[src/rtl/angle_feedback_decoder.sv]
// Two-axis quadrature feedback decoder: sync, stability filter, x4 decode, clamped counter.
// Optional QUAD_ERR_DETECT_EN adds sticky illegal-transition flags and a saturating error count.
module afd_axis #(
    parameter int          FILT_LEN = 4,
    parameter logic [15:0] POS_MIN  = 16'd0,
    parameter logic [15:0] POS_MAX  = 16'hFFFF,
    parameter logic [15:0] HOME_VAL = 16'd0
) (
    input  logic        clk,
    input  logic        rst,
    input  logic        en,
    input  logic        home,
    input  logic        a,
    input  logic        b,
    output logic [15:0] pos,
    output logic        step,
    output logic        dir,
    output logic        at_lim
`ifdef QUAD_ERR_DETECT_EN
    ,
    output logic        illegal
`endif
);
    localparam int CW = $clog2(FILT_LEN + 1);

    logic [1:0]    sync1_q, sync1_d, sync2_q, sync2_d, cand_q, cand_d;
    logic [1:0]    filt_q, filt_d, prev_q, prev_d;
    logic [CW-1:0] cnt_q, cnt_d;
    logic          filt_vld_q, filt_vld_d, prev_vld_q, prev_vld_d;
    logic [15:0]   pos_q, pos_d;
    logic          step_q, step_d, dir_q, dir_d, lim_q, lim_d;

    always_comb begin
        sync1_d    = {a, b};
        sync2_d    = sync1_q;
        cand_d     = sync2_q;
        filt_d     = filt_q;
        filt_vld_d = filt_vld_q;
        if (sync2_q != cand_q)          cnt_d = CW'(1);
        else if (cnt_q == CW'(FILT_LEN)) cnt_d = cnt_q;
        else                             cnt_d = cnt_q + CW'(1);
        if (cnt_d == CW'(FILT_LEN)) begin
            filt_d     = sync2_q;
            filt_vld_d = 1'b1;
        end
        // The first filtered state after reset only seeds prev; it never counts.
        prev_d     = filt_q;
        prev_vld_d = filt_vld_q;

        pos_d  = pos_q;
        step_d = 1'b0;
        dir_d  = dir_q;
        if (home) begin
            pos_d = HOME_VAL;
        end else if (en && prev_vld_q) begin
            case ({prev_q, filt_q})
                4'b0010, 4'b1011, 4'b1101, 4'b0100:
                    if (pos_q != POS_MAX) begin
                        pos_d  = pos_q + 16'd1;
                        step_d = 1'b1;
                        dir_d  = 1'b1;
                    end
                4'b0001, 4'b0111, 4'b1110, 4'b1000:
                    if (pos_q != POS_MIN) begin
                        pos_d  = pos_q - 16'd1;
                        step_d = 1'b1;
                        dir_d  = 1'b0;
                    end
                default: ;
            endcase
        end
        lim_d = (pos_d == POS_MIN) | (pos_d == POS_MAX);
    end

    always_ff @(posedge clk) begin
        if (rst) begin
            sync1_q    <= 2'b00;
            sync2_q    <= 2'b00;
            cand_q     <= 2'b00;
            cnt_q      <= '0;
            filt_q     <= 2'b00;
            filt_vld_q <= 1'b0;
            prev_q     <= 2'b00;
            prev_vld_q <= 1'b0;
            pos_q      <= HOME_VAL;
            step_q     <= 1'b0;
            dir_q      <= 1'b0;
            lim_q      <= 1'b0;
        end else begin
            sync1_q    <= sync1_d;
            sync2_q    <= sync2_d;
            cand_q     <= cand_d;
            cnt_q      <= cnt_d;
            filt_q     <= filt_d;
            filt_vld_q <= filt_vld_d;
            prev_q     <= prev_d;
            prev_vld_q <= prev_vld_d;
            pos_q      <= pos_d;
            step_q     <= step_d;
            dir_q      <= dir_d;
            lim_q      <= lim_d;
        end
    end

    assign pos    = pos_q;
    assign step   = step_q;
    assign dir    = dir_q;
    assign at_lim = lim_q;
`ifdef QUAD_ERR_DETECT_EN
    assign illegal = !home && en && prev_vld_q && ((filt_q ^ prev_q) == 2'b11);
`endif
endmodule

module angle_feedback_decoder #(
    parameter int          FILT_LEN = 4,
    parameter logic [15:0] POS_MIN  = 16'd0,
    parameter logic [15:0] POS_MAX  = 16'hFFFF,
    parameter logic [15:0] HOME_VAL = 16'd0
) (
    input  logic        clk,
    input  logic        rst,
    input  logic        en,
    input  logic        home,
    input  logic        th_a,
    input  logic        th_b,
    input  logic        ph_a,
    input  logic        ph_b,
    output logic [15:0] theta_actual,
    output logic [15:0] phi_actual,
    output logic        theta_step,
    output logic        phi_step,
    output logic        theta_dir,
    output logic        phi_dir,
    output logic [1:0]  at_limit
`ifdef QUAD_ERR_DETECT_EN
    ,
    output logic [1:0]  err_flag,
    output logic [7:0]  err_cnt
`endif
);
    logic [1:0]       raw_a, raw_b, step, dir, lim;
    logic [1:0][15:0] pos;
`ifdef QUAD_ERR_DETECT_EN
    logic [1:0]       ill;
`endif

    assign raw_a = {ph_a, th_a};
    assign raw_b = {ph_b, th_b};

    for (genvar i = 0; i < 2; i++) begin : g_ax
        afd_axis #(
            .FILT_LEN(FILT_LEN), .POS_MIN(POS_MIN), .POS_MAX(POS_MAX), .HOME_VAL(HOME_VAL)
        ) u_ax (
            .clk(clk), .rst(rst), .en(en), .home(home),
            .a(raw_a[i]), .b(raw_b[i]),
            .pos(pos[i]), .step(step[i]), .dir(dir[i]), .at_lim(lim[i])
`ifdef QUAD_ERR_DETECT_EN
            , .illegal(ill[i])
`endif
        );
    end

    assign theta_actual = pos[0];
    assign phi_actual   = pos[1];
    assign theta_step   = step[0];
    assign phi_step     = step[1];
    assign theta_dir    = dir[0];
    assign phi_dir      = dir[1];
    assign at_limit     = lim;

`ifdef QUAD_ERR_DETECT_EN
    logic [1:0] err_flag_q, err_flag_d;
    logic [7:0] err_cnt_q, err_cnt_d;
    logic [8:0] err_sum;

    always_comb begin
        err_sum    = {1'b0, err_cnt_q} + 9'(ill[0]) + 9'(ill[1]);
        err_flag_d = err_flag_q | ill;
        err_cnt_d  = (err_sum > 9'd255) ? 8'hFF : err_sum[7:0];
        if (home) begin
            err_flag_d = 2'b00;
            err_cnt_d  = 8'd0;
        end
    end

    always_ff @(posedge clk) begin
        if (rst) begin
            err_flag_q <= 2'b00;
            err_cnt_q  <= 8'd0;
        end else begin
            err_flag_q <= err_flag_d;
            err_cnt_q  <= err_cnt_d;
        end
    end

    assign err_flag = err_flag_q;
    assign err_cnt  = err_cnt_q;
`endif
endmodule

[config.mk]
export PLATFORM = sky130hd
export DESIGN_NAME = angle_feedback_decoder
export DESIGN_NICKNAME = d
export VERILOG_FILES = /design/src/rtl/angle_feedback_decoder.sv
export SDC_FILE = /design/constraint.sdc
export NUM_CORES = 1
export LEC_CHECK = 0
export BUFFER_PORTS_ARGS = -buffer_cell sky130_fd_sc_hd__buf_4
export CELL_PAD_IN_SITES_DETAIL_PLACEMENT = 0
export CELL_PAD_IN_SITES_GLOBAL_PLACEMENT = 2
export CORE_MARGIN = 4
export CORE_UTILIZATION = 36
export DETAILED_ROUTE_END_ITERATION = 8
export GPL_ROUTABILITY_DRIVEN = 0
export PLACE_DENSITY_LB_ADDON = 0.25
export SYNTH_ARGS = -nofsm -noshare
export SYNTH_HDL_FRONTEND = slang
export SYNTH_HIERARCHICAL = 1
export SYNTH_SLANG_ARGS = --single-unit
[constraint.sdc]
create_clock -name clk -period 3.28 [get_ports clk]
set_input_delay 0.492 -clock clk [delete_from_list [all_inputs] [get_ports clk]]
set_output_delay 0.492 -clock clk [all_outputs]
set_load 0.05 [all_outputs]
==> metrics.yaml <==
outcome:
  status: "completed"
routing:
  dr.pass1.iters: 5
  wl_per_cell_um: 20.4
  drt_iter0_markers: 701
  final_wl_um: 17200
  remaining_drc_errors: 0
  number_of_vias_after_detailed_routing: 5196
  final_antenna_net_count: 0
  vias_per_cell: 6.16
floorplan:
  die_span_in_y_um: 124
  design.portCount: 46
  dieArea_um2: 15300
  coreArea_um2: 13200
  floorplan.initialDensity: 0.366
  placement_rows: 42
  horizontal_die_dimension_um: 124
global_routing:
  global_route.usage.total: 0.230
  grt_busiest_layer: "met1"
  grt_util_met2: 0.317
  grt.met3_usage: 0.0813
  first_global_vias: 4798
  grt_remaining_overflow: 0
  antenna_found_initial: 0
  groute.layer.met1.usage: 0.324
  grt_max_degree: 64
  grt_first_pass_wirelength_um: 27000
clock_tree:
  worst_setup_hold_path_clk_slew_ps: 70
  ctsHtreeMaxLevel: 3
  insertion_delay_ps: 350
  ctsRootBufferMaster: "sky130_fd_sc_hd__clkbuf_16"
  cts_num_sinks: 68
  cts_setup_buffers: 0
  postCtsResizedCells: 0
  tritoncts: "done"
  number_of_buffers_between_clock_root_and_the_deepest_sink: 2
  number_of_buffers_added_by_the_clock_tree_synthesis_step: 9
  cts.hold.buffers_added: 0
layout:
  diodes: 0
  finalNetCount: 680
  share_of_cells_above_drive_strength_1: 0.198
  layout_common_cells: "sky130_fd_sc_hd__buf_4, sky130_fd_sc_hd__nor2_1, sky130_fd_sc_hd__dfxtp_1, sky130_fd_sc_hd__nor3_1, sky130_fd_sc_hd__nand2_1"
  stdcell_area_um2: 5780
  flow.area_growth_from_synthesis_pct: 19.6
  most_common_library_cell_in_the_layout_ignoring_fill_and_taps: "sky130_fd_sc_hd__buf_4"
sta:
  slew-limit-headroom: 0.479
  fmax_mhz: 322
  layout_worst_path_cycle_share: 0.946
  finalHoldViolations: 0
  final_period_minus_worst_setup_slack_ps: 3100
  fin_hold_ws_ps: 364
  maxSlewViolCount: 0
  final_setup_violating_endpoints: 0
  worst_clock_skew_ps: 15.3
  rsz0062_at_grt: "no"
  setup-tns-final_ps: 0
  final_critical_path_setup_slack_ps: 175
  tightest_slew_ps: 777
placement:
  pre_cts_ws_ps: 337
  placement.io_buffers: 45
  dpl-instance-area_um2: 5470
  detailed_place_hpwl_um: 12700
synth:
  yosysWarningCount: 6
  netlist-cell-type-count: 79
  most_used_flip_flop_cell_after_synthesis: "sky130_fd_sc_hd__dfxtp_1"
  syn-cell-area_um2: 4830
  synthesis.instances: 609
  synth_enable_flop_cells: 0
  ys_seq_area_frac: 0.282
  yosys.area.top_type: "sky130_fd_sc_hd__dfxtp_1"
  synth-async-reset-ratio: 0
  post_synth_net_total: 627
  postSynthAreaPerCell_um2: 7.93
  synth_top_cells_by_area: "sky130_fd_sc_hd__dfxtp_1, sky130_fd_sc_hd__nor2_1, sky130_fd_sc_hd__nor2b_1"
  synth_seq_cells: 68
  yosysTopAreaCellShare: 0.282
job:
  max-cap-violations: 0
power:
  p_leak_nw: 2.09
  vdd_ir_drop_max_mv: 0.355
  power.density_cell_area_nw_per_um2: 341
setup_path:
  startpoint_type: "register"
  setup.worst_path.end_class: "register"
  path_cells: "xor2_2 > nor3_1 > or2_2 > a211oi_1 > o22ai_1 > nor4_1 > buf_4 > and4_1 > a31o_1"
  required_ps: 3570
  timing_worst_setup_path_type: "reg2reg"
  max_stage_delay_ps: 620
  cp.buffers_inverters: 1
  critical-path-top-delay-family: "simple AND/OR/NAND/NOR gates"
  critical_path_arrival_ps: 3400
  critical_path_peak_fanout: 9
  worst_path_max_delay_cell: "sky130_fd_sc_hd__a211oi_1"
worst_hold_path:
  hold_class: "in2reg"
[cell usage after synthesis (5+ instances only)]
cell type                   n
sky130_fd_sc_hd__nor2_1    81
sky130_fd_sc_hd__clkbuf_1  24
sky130_fd_sc_hd__nor3b_1    6
sky130_fd_sc_hd__nor2b_1   25
sky130_fd_sc_hd__and2_1     5
sky130_fd_sc_hd__mux2i_1   11
sky130_fd_sc_hd__xnor2_1   15
sky130_fd_sc_hd__buf_2     11
sky130_fd_sc_hd__a21oi_1   19
sky130_fd_sc_hd__o211ai_1   6
sky130_fd_sc_hd__o41ai_1    5
sky130_fd_sc_hd__a211oi_1   5
sky130_fd_sc_hd__and3_1     9
sky130_fd_sc_hd__nand2_1   27
sky130_fd_sc_hd__ha_1      10
sky130_fd_sc_hd__a41oi_1   11
sky130_fd_sc_hd__nand4_1   23
sky130_fd_sc_hd__and4_1     6
sky130_fd_sc_hd__nand3_1   24
sky130_fd_sc_hd__dfxtp_1   68
sky130_fd_sc_hd__nor3_1    28
sky130_fd_sc_hd__or3_1     12
sky130_fd_sc_hd__inv_1     17
sky130_fd_sc_hd__a31oi_1   14
sky130_fd_sc_hd__or4_1      7
sky130_fd_sc_hd__o21ai_0   20
sky130_fd_sc_hd__nor4_1    22
[logic make-up (layout without fill, tap and decap cells)]
kind of cell | after synthesis | after routing | synth area share
AOI/OAI and AO/OA | 128 | 128 | 0.192
xor gates and xnor gates | 24 | 24 | 0.0536
adders and majority gates | 10 | 10 | 0.0259
buffers and inverters | 58 | 116 | 0.0549
DFF | 68 | 68 | 0.282
muxes | 12 | 12 | 0.0251
and+or+nand+nor | 309 | 309 | 0.366
[sequential cells by signal, summed over array words and instances (netlist names)]
register,flops
g_ax.u_ax/at_lim,2
g_ax.u_ax/cand_d,4
g_ax.u_ax/cand_q,4
g_ax.u_ax/cnt_q,6
g_ax.u_ax/dir,2
g_ax.u_ax/filt_q,4
g_ax.u_ax/filt_vld_q,2
g_ax.u_ax/pos,32
g_ax.u_ax/prev_q,4
g_ax.u_ax/prev_vld_q,2
g_ax.u_ax/step,2
g_ax.u_ax/sync1_q,4
[through the flow]
step	utilization	total power [mW]	cells
2_1_floorplan	-	0.935	609
3_3_place_gp	0.415	0.961	827
3_5_place_dp	0.415	0.964	827
4_1_cts	0.438	2.00	843
5_1_grt	0.438	2.04	843
6_report	0.438	1.97	843
[where the power goes]
part | total [mW] | switching, mW | internal [mW] | leakage, nW
combinational | 0.0932 | 0.0572 | 0.0361 | 1.40
sequential | 0.851 | 0.0103 | 0.841 | 0.552
clock | 1.03 | 0.427 | 0.600 | 0.141
[metal layers]
metal	part of all wire	vias up
li1	-	2410
met1	0.45	2430
met2	0.41	317
met3	0.12	39
met4	0.026	0
met5	0	-
[area by class of cell]
type,count,area [um2]
tap,176,220
clock inverter,7,81.3
timing repair buffer,83,623
sequential,68,1360
inverter,17,63.8
multi-input combinational,483,3200
clock buffer,9,225
fill,1326,7410
[worst paths after layout]
check	start	endpoint	slack, ps	cells after the start
setup / recovery	g_ax[0].u_ax/filt_q[1]	g_ax[0].u_ax/at_lim	180	9
hold / removal	ph_b	g_ax[1].u_ax/sync1_q[0]	360	2
setup reg to reg	g_ax[0].u_ax/filt_q[1]	g_ax[0].u_ax/at_lim	180	9
hold reg to reg	g_ax[0].u_ax/sync1_q[0]	g_ax[0].u_ax/cand_d[0]	430	1
Note: power is estimated with default switching activity, not from simulation.
